$ cat src/rtl/tt_sel_ctrl.sv
// rtl/tt_sel_ctrl.sv - spine select/enable controller driven by asynchronous ctrl pins
module tt_sel_ctrl #(
    parameter int SYNC_STAGES = 2,
    parameter int SETTLE_CYC  = 4,
    parameter int MAX_ADDR    = 1023
) (
    input  logic       clk,
    input  logic       rst_n,
    input  logic       ctrl_sel_rst_n,
    input  logic       ctrl_sel_inc,
    input  logic       ctrl_ena,
    output logic [9:0] spine_sel,
    output logic       spine_ena,
    output logic [9:0] cur_addr,
    output logic       active
);

    typedef enum logic [1:0] {
        ST_OFF,
        ST_HOLD,
        ST_SETTLE,
        ST_ON
    } state_t;

    localparam logic [9:0] MAX_A  = 10'(MAX_ADDR);
    localparam logic [3:0] RELOAD = 4'(SETTLE_CYC - 1);

    logic [SYNC_STAGES-1:0] rst_sync_q, rst_sync_d;
    logic [SYNC_STAGES-1:0] inc_sync_q, inc_sync_d;
    logic [SYNC_STAGES-1:0] ena_sync_q, ena_sync_d;
    logic                   inc_prev_q, inc_prev_d;
    state_t                 state_q, state_d;
    logic [9:0]             cnt_q, cnt_d;
    logic [3:0]             timer_q, timer_d;
    logic [9:0]             spine_sel_q, spine_sel_d;
    logic                   spine_ena_q, spine_ena_d;
    logic [9:0]             cur_addr_q, cur_addr_d;
    logic                   active_q, active_d;

    logic sel_rst_s, inc_s, ena_s, inc_evt;

    assign sel_rst_s = rst_sync_q[SYNC_STAGES-1];
    assign inc_s     = inc_sync_q[SYNC_STAGES-1];
    assign ena_s     = ena_sync_q[SYNC_STAGES-1];
    assign inc_evt   = inc_s & ~inc_prev_q;

    always_comb begin
        rst_sync_d = {rst_sync_q[SYNC_STAGES-2:0], ctrl_sel_rst_n};
        inc_sync_d = {inc_sync_q[SYNC_STAGES-2:0], ctrl_sel_inc};
        ena_sync_d = {ena_sync_q[SYNC_STAGES-2:0], ctrl_ena};
        inc_prev_d = inc_s;
    end

    // Selection reset wins over everything; an inc event always detours through HOLD
    // so the enable drops a cycle before the address moves.
    always_comb begin
        state_d = state_q;
        cnt_d   = cnt_q;
        timer_d = timer_q;
        if (!sel_rst_s) begin
            state_d = ST_OFF;
            cnt_d   = '0;
            timer_d = '0;
        end else if (inc_evt && state_q != ST_HOLD) begin
            state_d = ST_HOLD;
        end else begin
            case (state_q)
                ST_OFF: begin
                    if (ena_s) begin
                        state_d = ST_SETTLE;
                        timer_d = RELOAD;
                    end
                end
                ST_HOLD: begin
                    cnt_d   = (cnt_q == MAX_A) ? 10'd0 : cnt_q + 10'd1;
                    state_d = ST_SETTLE;
                    timer_d = RELOAD;
                end
                ST_SETTLE: begin
                    if (!ena_s) begin
                        state_d = ST_OFF;
                    end else if (timer_q == 4'd0) begin
                        state_d = ST_ON;
                    end else begin
                        timer_d = timer_q - 4'd1;
                    end
                end
                ST_ON: begin
                    if (!ena_s) begin
                        state_d = ST_OFF;
                    end
                end
                default: state_d = ST_OFF;
            endcase
        end
    end

    // spine_sel is frozen while the spine is enabled, so a selection reset from ON
    // drops the enable first and moves the select one cycle later.
    always_comb begin
        spine_ena_d = (state_q == ST_ON);
        active_d    = (state_q == ST_ON);
        cur_addr_d  = cnt_q;
        spine_sel_d = spine_ena_q ? spine_sel_q
                                  : {cnt_q[9:6], cnt_q[0], cnt_q[5], cnt_q[4:1]};
    end

    always_ff @(posedge clk or negedge rst_n) begin
        if (!rst_n) begin
            rst_sync_q  <= '1;
            inc_sync_q  <= '0;
            ena_sync_q  <= '0;
            inc_prev_q  <= 1'b0;
            state_q     <= ST_OFF;
            cnt_q       <= '0;
            timer_q     <= '0;
            spine_sel_q <= '0;
            spine_ena_q <= 1'b0;
            cur_addr_q  <= '0;
            active_q    <= 1'b0;
        end else begin
            rst_sync_q  <= rst_sync_d;
            inc_sync_q  <= inc_sync_d;
            ena_sync_q  <= ena_sync_d;
            inc_prev_q  <= inc_prev_d;
            state_q     <= state_d;
            cnt_q       <= cnt_d;
            timer_q     <= timer_d;
            spine_sel_q <= spine_sel_d;
            spine_ena_q <= spine_ena_d;
            cur_addr_q  <= cur_addr_d;
            active_q    <= active_d;
        end
    end

    assign spine_sel = spine_sel_q;
    assign spine_ena = spine_ena_q;
    assign cur_addr  = cur_addr_q;
    assign active    = active_q;

endmodule

$ cat config.mk
export PLATFORM = sky130hd
export DESIGN_NAME = tt_sel_ctrl
export DESIGN_NICKNAME = d
export VERILOG_FILES = /design/src/rtl/tt_sel_ctrl.sv
export SDC_FILE = /design/constraint.sdc
export NUM_CORES = 1
export LEC_CHECK = 0
export CAP_MARGIN = 20
export CORE_UTILIZATION = 25
export CTS_CLUSTER_DIAMETER = 30
export DETAILED_ROUTE_END_ITERATION = 7
export PLACE_DENSITY_LB_ADDON = 0.2
export SLEW_MARGIN = 20
export SYNTH_ARGS = -nofsm -noshare
export SYNTH_HDL_FRONTEND = slang
export SYNTH_SLANG_ARGS = --single-unit
$ cat constraint.sdc
create_clock -name clk -period 2.3 [get_ports clk]
set_clock_uncertainty 0.1 [all_clocks]
set_input_delay 0.345 -clock clk [delete_from_list [all_inputs] [get_ports clk]]
set_output_delay 0.345 -clock clk [all_outputs]
set_load 0.02 [all_outputs]
==> results of run 1 <==
## registers in the layout (all words and copies together), names as in the netlist
name and count:
cur_addr 10, cnt_q 10, inc_sync_q 2, active 1, spine_sel 10, ena_sync_q 2
rst_sync_q 2, timer_q 4, inc_prev_q 1, state_q 2
## layout by cell type, fill, tap and decap left out, types with 2 or more instances in the layout
master           netlist  final
nor3_1                 2      2
clkbuf_8               0      5
xnor2_1                6      6
dfstp_2                2      2
and2_1                 2      2
o31ai_1                2      2
nor3b_1                3      3
inv_1                  5      5
nand2_1               11     11
and2_2                 2      2
ha_1                   3      3
nor2_1                 6      6
clkdlybuf4s50_1        0     25
o21ai_0                7      7
nand4_1                4      4
a21oi_1                3      3
dfrtp_1               42     42
a211oi_1               2      2
nand3_1                6      6
a21boi_0               2      2
mux2_2                 7      7
and2b_2                2      2
mux2i_1                2      2
nand3b_1               2      2
nand2b_1               3      3
buf_4                  1      3
or3_1                  2      2
o21a_1                 2      2
## synth_stat cells, types with 2 or more instances
| master | instances | area share (%) |
|---|---|---|
| dfrtp_1 | 42 | 59 |
| clkbuf_1 | 4 | 0.84 |
| o31ai_1 | 2 | 0.84 |
| and2_1 | 2 | 0.70 |
| inv_1 | 5 | 1.1 |
| a211oi_1 | 2 | 0.84 |
| o21a_1 | 2 | 0.84 |
| nor2_1 | 6 | 1.3 |
| dfstp_2 | 2 | 2.9 |
| and2b_2 | 2 | 0.98 |
| nand3b_1 | 2 | 0.84 |
| and2_2 | 2 | 0.84 |
| xnor2_1 | 6 | 2.9 |
| mux2i_1 | 2 | 1.1 |
| a21boi_0 | 2 | 0.84 |
| nand2b_1 | 3 | 1.1 |
| or3_1 | 2 | 0.70 |
| nor3_1 | 2 | 0.56 |
| nand4_1 | 4 | 1.4 |
| nand3_1 | 6 | 1.7 |
| o21ai_0 | 7 | 2.0 |
| nand2_1 | 11 | 2.3 |
| ha_1 | 3 | 2.1 |
| nor3b_1 | 3 | 1.3 |
| a21oi_1 | 3 | 0.84 |
| mux2_2 | 7 | 4.4 |
## routing by layer
metal	GRT usage [%]	vias to the layer above	wire, um
li1	-	570	-
met1	10.9	567	1360
met2	16.4	26	1560
met3	3.05	9	129
met4	6.52	0	87
met5	0	-	0
## power by group through the flow
stage	Clock, mW	Combinational, mW	Sequential [mW]
4_1_cts	0.477	0.102	0.814
5_1_grt	0.511	0.113	0.819
6_report	0.451	0.0989	0.814
2_1_floorplan	0	0.0603	0.825
3_5_place_dp	0	0.102	0.829
3_3_place_gp	0	0.0974	0.828
## kinds of logic (layout without fill, tap and decap cells)
group                      count (synthesis)  in the layout  share of synthesized area (%)
and+or+nand+nor                           52             52                           16.7
buffers and inverters                     11             41                           2.95
AOI/OAI and AO/OA                         22             22                           7.86
xor gates and xnor gates                   6              6                           2.95
DFF                                       44             44                           61.9
muxes                                      9              9                           5.54
adders and majority gates                  3              3                           2.11
## critical path, delay by kind of cell, from the launching register on
| family | cells | cell delay, ns |
|---|---|---|
| DFF | 1 | 0.37 |
| AOI/OAI and AO/OA | 1 | 0.31 |
| and+or+nand+nor | 3 | 0.85 |
| adders and majority gates | 1 | 0.19 |
| buffers and inverters | 1 | 0.09 |
## final timing paths
path                                from       endpoint  cells past startpoint
max reg2reg                   timer_q[0]     timer_q[2]                      6
min                                rst_n    cur_addr[2]                      2
min reg2reg                ena_sync_q[0]  ena_sync_q[1]                      0
min in group clk           ena_sync_q[0]  ena_sync_q[1]                      0
max in group asynchronous          rst_n  rst_sync_q[0]                      2
max                           timer_q[0]     timer_q[2]                      6
## final cells by class
class | instances | area (um^2) | share of cell area (%)
Clock buffer | 6 | 72.6 | 3.26
Clock inverter | 1 | 5.00 | 0.225
Inverter | 5 | 18.8 | 0.844
Multi-Input combinational cell | 92 | 627 | 28.2
Sequential cell | 44 | 1100 | 49.6
Tap cell | 96 | 120 | 5.40
Timing Repair Buffer | 29 | 278 | 12.5
==> out/metrics.cfg, run 1 <==
[run_status]
status = complete, no violations

[cells_and_area]
final_area_um2 = 2220
final_cells = 273
antenna_cells = 0
final_nets = 185
syn_to_final_growth_pct = 24.8
num-fill-cells = 718
utilization_pct = 32.6
layout-drive-gt1-share_pct = 14.1

[cts]
cts_setup_buffers = 0
clk_transition_reported_paths_ns = 0.08
clock_latency_ns = 0.30
cts_tree = done
cts_buffer_depth = 2
hold_buffers = 0
cts-resized-gates = 0
cts_root_buffer = clkbuf_8
cts_buffers = 5
numClockSinks = 44
cts_max_level = 2

[routing]
viasPerCell = 4.29
antenna_left = 0
wirelength_um = 3140
dr.pass1.iters = 6
wl_per_cell_um = 11.5
via_count = 1172
post-route-drc-count = 0
drt_iter0_markers = 76

[timing]
finalHoldViolations = 0
min_period_ns = 2.03
rsz0062_at_grt = no
finalMaxSlewViolations = 0
fin_ws_ns = 0.271
setup-violations-final = 0
setup_tns_ns = 0
fin_crit_sh_pct = 88.2
timing.slew.headroom_pct = 64.1
max_freq_mhz = 493
timing.hold.ws_ns = 0.0160
tightest_slew_ns = 0.533

[worst_setup_path]
cp-start-kind = flop
ff2ff_setup_slack_ns = 0.27
cp.arrival_ns = 2.11
crit_type = reg2reg
critPathSlowestCell = or3b_2
cp_slowest_stage_delay_ns = 0.47
crit_required_ns = 2.38
cp_cell_sequence = inv_1 > ha_1 > nor3b_1 > or3b_2 > and3_1 > a211o_1
critPathMaxFanout = 4
critPathCaptureType = flop

[global_routing]
grt_max_degree = 45
grt_usage_pct = 9.87
grt_pass1_wl_um = 5520
grt_pass1_vias = 1211
overflow = 0
antenna_found_initial = 0

[power_and_ir_drop]
switching_power_uw = 319
seqPwrFrac_pct = 59.7
irDropWorstVdd_v = 0.000272
p_total_mw = 1.36
p_int_mw = 1.04
pwr-share-comb_pct = 7.3
leakage_nw = 0.948
swShare_pct = 23.4
clock_power_share_pct = 33.1
cellPowerDensity_nw_per_um2 = 613

[placement]
io_buffers = 26
dp_cells = 266
dpl_worst_slack_ns = 0.292
dp_hpwl_um = 2240
gp_congestion = 0.743
place_area_um2 = 2150

[synthesis]
synth_top_flop_cell = dfrtp_1
synth_area_per_cell_um2 = 12.1
synth_warnings = 0
synth_edf_count = 0
synth_cell_type_count = 39
syn-cell-area_um2 = 1780
syn_inst = 147
syn-num-nets = 155
ys_ff_latch = 44
seq_area_frac_synth_pct = 61.9
ys_async_sr_fraction_pct = 100

[floorplan]
rows = 30
die-width_um = 86.5
die-area_um2 = 7470
fp.dieH_um = 86.5
core_area_um2 = 6830
io_pins = 27
start_util_pct = 26.1

[min_path]
hold_class = in2async

[job]
cap_violations = 0

No activity file was read; power rests on OpenSTA's default activity.
==> run 2: changes to the inputs <==
- SETUP_SLACK_MARGIN: default -> 0.3
==> run 2 against run 1 <==
Flip-flop and latch count stayed put. Worst setup slack better by 0.16 ns. Critical endpoint unchanged. Register-to-register slack improved by 0.16 ns. Combinational power barely moved. Global-route usage is essentially flat. Via count is the same. Sequential power barely moved.
==> out/metrics.cfg, run 2 (synthesis results as in run 1) <==
[routing]
via_count = 1172  ; unchanged
antenna_left = 0  ; unchanged
post-route-drc-count = 0  ; unchanged
dr.pass1.iters = 6  ; unchanged
drt_iter0_markers = 76  ; unchanged
wirelength_um = 3150  ; was 3140 um
viasPerCell = 4.29  ; unchanged
wl_per_cell_um = 11.5  ; about the same

[cells_and_area]
final_area_um2 = 2230  ; was 2220 um^2
layout-drive-gt1-share_pct = 15.3  ; was 14.1%
final_nets = 185  ; unchanged
num-fill-cells = 719  ; was 718
final_common_cell = dfrtp_1  ; unchanged
layout_common_cells = 42 x dfrtp_1, 25 x clkdlybuf4s50_1, 11 x nand2_1  ; unchanged
antenna_cells = 0  ; unchanged
syn_to_final_growth_pct = 25.2  ; was 24.8%

[min_path]
hold_class = in2async  ; unchanged

[power_and_ir_drop]
irDropWorstVdd_v = 0.000274  ; was 0.000272 V
leakage_nw = 0.947  ; was 0.948 nW
cellPowerDensity_nw_per_um2 = 613  ; about the same

[global_routing]
overflow = 0  ; unchanged
grt_pass1_vias = 1211  ; unchanged
grt_pass1_wl_um = 5530  ; was 5520 um
grt_max_degree = 45  ; unchanged
antenna_found_initial = 0  ; unchanged
grt_usage_pct = 9.89  ; was 9.87%

[timing]
setup_tns_ns = 0  ; unchanged
timing.slew.headroom_pct = 64.1  ; unchanged
rsz0062_at_grt = no  ; unchanged
fin_crit_sh_pct = 81.1  ; was 88.2%
min_period_ns = 1.86  ; was 2.03 ns
max_freq_mhz = 536  ; was 493 MHz
finalHoldViolations = 0  ; unchanged
finalMaxSlewViolations = 0  ; unchanged
setup-violations-final = 0  ; unchanged
tightest_slew_ns = 0.533  ; about the same

[cts]
cts_setup_buffers = 0  ; unchanged
numClockSinks = 44  ; unchanged
cts_max_level = 2  ; unchanged
clock_latency_ns = 0.30  ; about the same
cts_tree = done  ; unchanged
cts_root_buffer = clkbuf_8  ; unchanged
cts_buffer_depth = 2  ; unchanged
cts_buffers = 5  ; unchanged
clk_transition_reported_paths_ns = 0.08  ; about the same

[floorplan]
rows = 30  ; unchanged
start_util_pct = 26.1  ; unchanged
die-area_um2 = 7470  ; unchanged
die-width_um = 86.5  ; unchanged
io_pins = 27  ; unchanged
fp.dieH_um = 86.5  ; unchanged
core_area_um2 = 6830  ; unchanged

[placement]
io_buffers = 26  ; unchanged
gp_congestion = 0.743  ; unchanged
dp_hpwl_um = 2240  ; unchanged
place_area_um2 = 2150  ; unchanged

[worst_setup_path]
cp-start-kind = flop  ; unchanged
r2r_cells = 6  ; unchanged
crit_type = reg2reg  ; unchanged
critPathCaptureType = flop  ; unchanged
crit_required_ns = 2.38  ; about the same
critPathMaxFanout = 4  ; unchanged
cp.arrival_ns = 1.94  ; was 2.11 ns

[run_status]
status = complete, no violations  ; unchanged

[job]
cap_violations = 0  ; unchanged

==> run 2: cell counts in the layout (fill, tap and decap cells not counted) <==
No cell type changed its count.
==> run 2: layout make-up <==
class                           instances  area (um^2)  area share (%)
Clock buffer                            6         72.6            3.25
Clock inverter                          1         5.00           0.224
Inverter                                5         18.8           0.841
Multi-Input combinational cell         92          634            28.4
Sequential cell                        44         1100            49.4
Tap cell                               96          120            5.38
Timing Repair Buffer                   29          278            12.4
==> run 2: layer usage <==
metal | track usage (%) | up-vias | routed length [um]
li1 | - | 571 | -
met5 | 0 | - | 0
met2 | 16.5 | 26 | 1570
met3 | 3.05 | 9 | 129
met1 | 10.9 | 566 | 1360
met4 | 6.52 | 0 | 87
==> run 2: worst paths after layout <==
path | from | end | slack (ns)
min reg2reg | ena_sync_q[0] | ena_sync_q[1] | 0.26
min | rst_n | cur_addr[2] | 0.02
max in group asynchronous | rst_n | rst_sync_q[0] | 1.71
min in group clk | ena_sync_q[0] | ena_sync_q[1] | 0.26
max | timer_q[0] | timer_q[2] | 0.44
max reg2reg | timer_q[0] | timer_q[2] | 0.44
==> run 2: where the power goes <==
group,switching [mW],internal [mW]
combinational,0.0563,0.0462
clock,0.245,0.207
sequential,0.0194,0.795
total,0.320,1.05
==> run 2: worst max-delay path, stage by stage, from the launching register on <==
cell and delay [ns]:
dfrtp_1 0.38, inv_2 0.06, ha_1 0.18, nor3b_1 0.15, or3b_4 0.39, and3_4 0.20, a211o_1 0.29
==> run 2: per-stage QoR <==
| stage | total power [mW] | cells | utilization, % | hold slack [ns] | setup WS [ns] |
|---|---|---|---|---|---|
| after floorplan | 0.886 | 147 | - | -0.0506 | 0.336 |
| final | 1.37 | 273 | 32.7 | 0.0160 | 0.436 |
| after global routing | 1.45 | 273 | 32.7 | 0.0582 | 0.353 |
| after CTS | 1.40 | 273 | 32.6 | 0.0395 | 0.323 |
| after global placement | 0.925 | 266 | 31.4 | 0.235 | 0.380 |
| after detailed placement | 0.931 | 266 | 31.4 | 0.240 | 0.292 |
==> run 2: repair_timing <==
action	CTS	global route
resized for setup	2	2
hold endpoints to repair	0	0
hold buffers	0	0
endpoints found under the setup margin	1	1
==> run 3: changes to the inputs <==
- clock period: 2.3 -> 1.71 ns (I/O delays scaled with it)
==> run 3 against run 2 <==
The run now ends with negative setup slack left. Global-route usage increased by 1.2 points. Wire length increased by 22%. Critical endpoint unchanged. Largest cell class unchanged. Flip-flop and latch count unchanged. Critical path type unchanged.
==> out/metrics.cfg, run 3 (synthesis results as in run 1) <==
[worst_setup_path]
ff2ff_setup_slack_ns = -0.04  ; was 0.44 ns
worstPathBufferInverterCount = 1  ; unchanged
setup.worst_path.start = timer_q[1]  ; was timer_q[0]
critPathSlowestCell = dfrtp_1  ; was or3b_4
cp-start-kind = flop  ; unchanged
r2r_start = timer_q[1]  ; was timer_q[0]
cp_top_family = simple AND/OR/NAND/NOR gates  ; unchanged
crit_required_ns = 1.78  ; was 2.38 ns
cp_slowest_stage_delay_ns = 0.38  ; was 0.39 ns
cp.arrival_ns = 1.82  ; was 1.94 ns
r2r_cells = 6  ; unchanged
critPathCaptureType = flop  ; unchanged
crit_type = reg2reg  ; unchanged
cp-endpoint = timer_q[2]  ; unchanged
cp_cell_sequence = inv_2 > ha_4 > nor3b_4 > or3b_4 > and3_4 > a211o_1  ; was inv_2 > ha_1 > nor3b_1 > or3b_4 > and3_4 > a211o_1
critPathMaxFanout = 2  ; was 4
r2r_end = timer_q[2]  ; unchanged
cp_num_cells = 6  ; unchanged

[floorplan]
die-area_um2 = 7470  ; unchanged
fp.dieH_um = 86.5  ; unchanged
start_util_pct = 26.1  ; unchanged
io_pins = 27  ; unchanged
die-width_um = 86.5  ; unchanged
rows = 30  ; unchanged
core_area_um2 = 6830  ; unchanged

[cts]
cts_tree = done  ; unchanged
cts_root_buffer = clkbuf_8  ; unchanged
cts_buffer_depth = 2  ; unchanged
numClockSinks = 44  ; unchanged
clock_latency_ns = 0.29  ; was 0.30 ns
cts_max_level = 2  ; unchanged
cts_buffers = 5  ; unchanged
clk_transition_reported_paths_ns = 0.07  ; was 0.08 ns

[run_status]
violations = negative setup slack
status = complete, but fails checks  ; was complete, no violations

[cells_and_area]
final_cells = 298  ; was 273
final_nets = 210  ; was 185
layout_common_cells = 41 x dfrtp_1, 22 x buf_4, 20 x dlygate4sd2_1  ; was 42 x dfrtp_1, 25 x clkdlybuf4s50_1, 11 x nand2_1
syn_to_final_growth_pct = 43.4  ; was 25.2%
layout-drive-gt1-share_pct = 35.6  ; was 15.3%
antenna_cells = 0  ; unchanged
final_area_um2 = 2560  ; was 2230 um^2
final_common_cell = dfrtp_1  ; unchanged
num-fill-cells = 710  ; was 719

[timing]
tightest_slew_ns = 0.326  ; was 0.533 ns
timing.hold.ws_ns = 0.252  ; was 0.0160 ns
rsz0062_at_grt = yes  ; was no
timing.slew.headroom_pct = 78.2  ; was 64.1%
finalHoldViolations = 0  ; unchanged
setup-violations-final = 3  ; was 0
finalMaxSlewViolations = 0  ; unchanged
fin_crit_sh_pct = 102  ; was 81.1%
max_freq_mhz = 573  ; was 536 MHz
fin_ws_ns = -0.0352  ; was 0.436 ns
min_period_ns = 1.75  ; was 1.86 ns

[global_routing]
grt_pass1_vias = 1362  ; was 1211
grt_max_degree = 45  ; unchanged
grt_pass1_wl_um = 6330  ; was 5530 um
overflow = 0  ; unchanged
antenna_found_initial = 0  ; unchanged
grt_usage_pct = 11.1  ; was 9.89%

[routing]
wirelength_um = 3830  ; was 3150 um
antenna_left = 0  ; unchanged
dr.pass1.iters = 4  ; was 6
viasPerCell = 4.31  ; was 4.29
wl_per_cell_um = 12.8  ; was 11.5 um
post-route-drc-count = 0  ; unchanged
via_count = 1283  ; was 1172
drt_iter0_markers = 55  ; was 76

[placement]
io_buffers = 26  ; unchanged
gp_congestion = 0.769  ; was 0.743
dp_cells = 280  ; was 266
place_area_um2 = 2300  ; was 2150 um^2
dp_hpwl_um = 2530  ; was 2240 um

[job]
cap_violations = 0  ; unchanged

[power_and_ir_drop]
leakage_nw = 1.23  ; was 0.947 nW
cellPowerDensity_nw_per_um2 = 753  ; was 613 nW/um^2
p_total_mw = 1.92  ; was 1.37 mW
irDropWorstVdd_v = 0.000259  ; was 0.000274 V

[min_path]
hold_class = reg2reg  ; was in2async

run 3: changes by cell type in the layout (fill, tap and decap cells not counted), moves of 4 or more:
cell	change
dlygate4sd2_1	+20
clkdlybuf4s50_1	-22
buf_6	+4
buf_4	+19
run 3: through the flow:
step | setup TNS [ns] | setup WS, ns | utilization, %
after floorplan | -0.101 | -0.101 | -
after global placement | -0.0102 | -0.00331 | 33.7
after CTS | -0.0487 | -0.0214 | 36.2
after detailed placement | -0.237 | -0.0706 | 33.7
after global routing | -0.251 | -0.0937 | 37.4
final | -0.0597 | -0.0352 | 37.4
run 3: layout make-up:
cell class | count | area (um^2) | area share, %
Clock inverter | 1 | 5.00 | 0.196
Timing Repair Buffer | 54 | 470 | 18.4
Multi-Input combinational cell | 92 | 766 | 29.9
Tap cell | 96 | 120 | 4.70
Inverter | 5 | 18.8 | 0.734
Sequential cell | 44 | 1100 | 43.2
Clock buffer | 6 | 72.6 | 2.84
run 3: power breakdown:
part | internal (mW) | switching [mW] | leakage, nW
registers | 1.07 | 0.0227 | 0.588
clock network | 0.278 | 0.319 | 0.0410
logic | 0.126 | 0.111 | 0.597
total | 1.47 | 0.452 | 1.23
run 3: worst min-delay path by stage:
stage                   startpoint            end  slack (ns)  cells past startpoint
floorplan                    rst_n         active       -0.14                      0
global placement             rst_n   spine_sel[7]        0.15                      2
detailed placement           rst_n   spine_sel[9]        0.15                      2
CTS                  ena_sync_q[0]  ena_sync_q[1]        0.25                      0
global route        ctrl_sel_rst_n  rst_sync_q[0]        0.26                      1
finish               ena_sync_q[0]  ena_sync_q[1]        0.25                      0
run 3: routing by layer:
| metal | share of wire (%) | global-route usage (%) | up-vias |
|---|---|---|---|
| li1 | - | - | 619 |
| met1 | 41 | 12.5 | 620 |
| met2 | 52 | 19.5 | 31 |
| met3 | 3.8 | 3.14 | 13 |
| met4 | 2.6 | 5.15 | 0 |
| met5 | 0 | 0 | - |
run 3: repair_timing:
action,CTS,global route
endpoints found under the setup margin,36,17
resized for setup,36,17
hold endpoints to repair,42,0
hold buffers,1,0
cloned,0,0
setup buffers,7,3
pin swaps,6,7
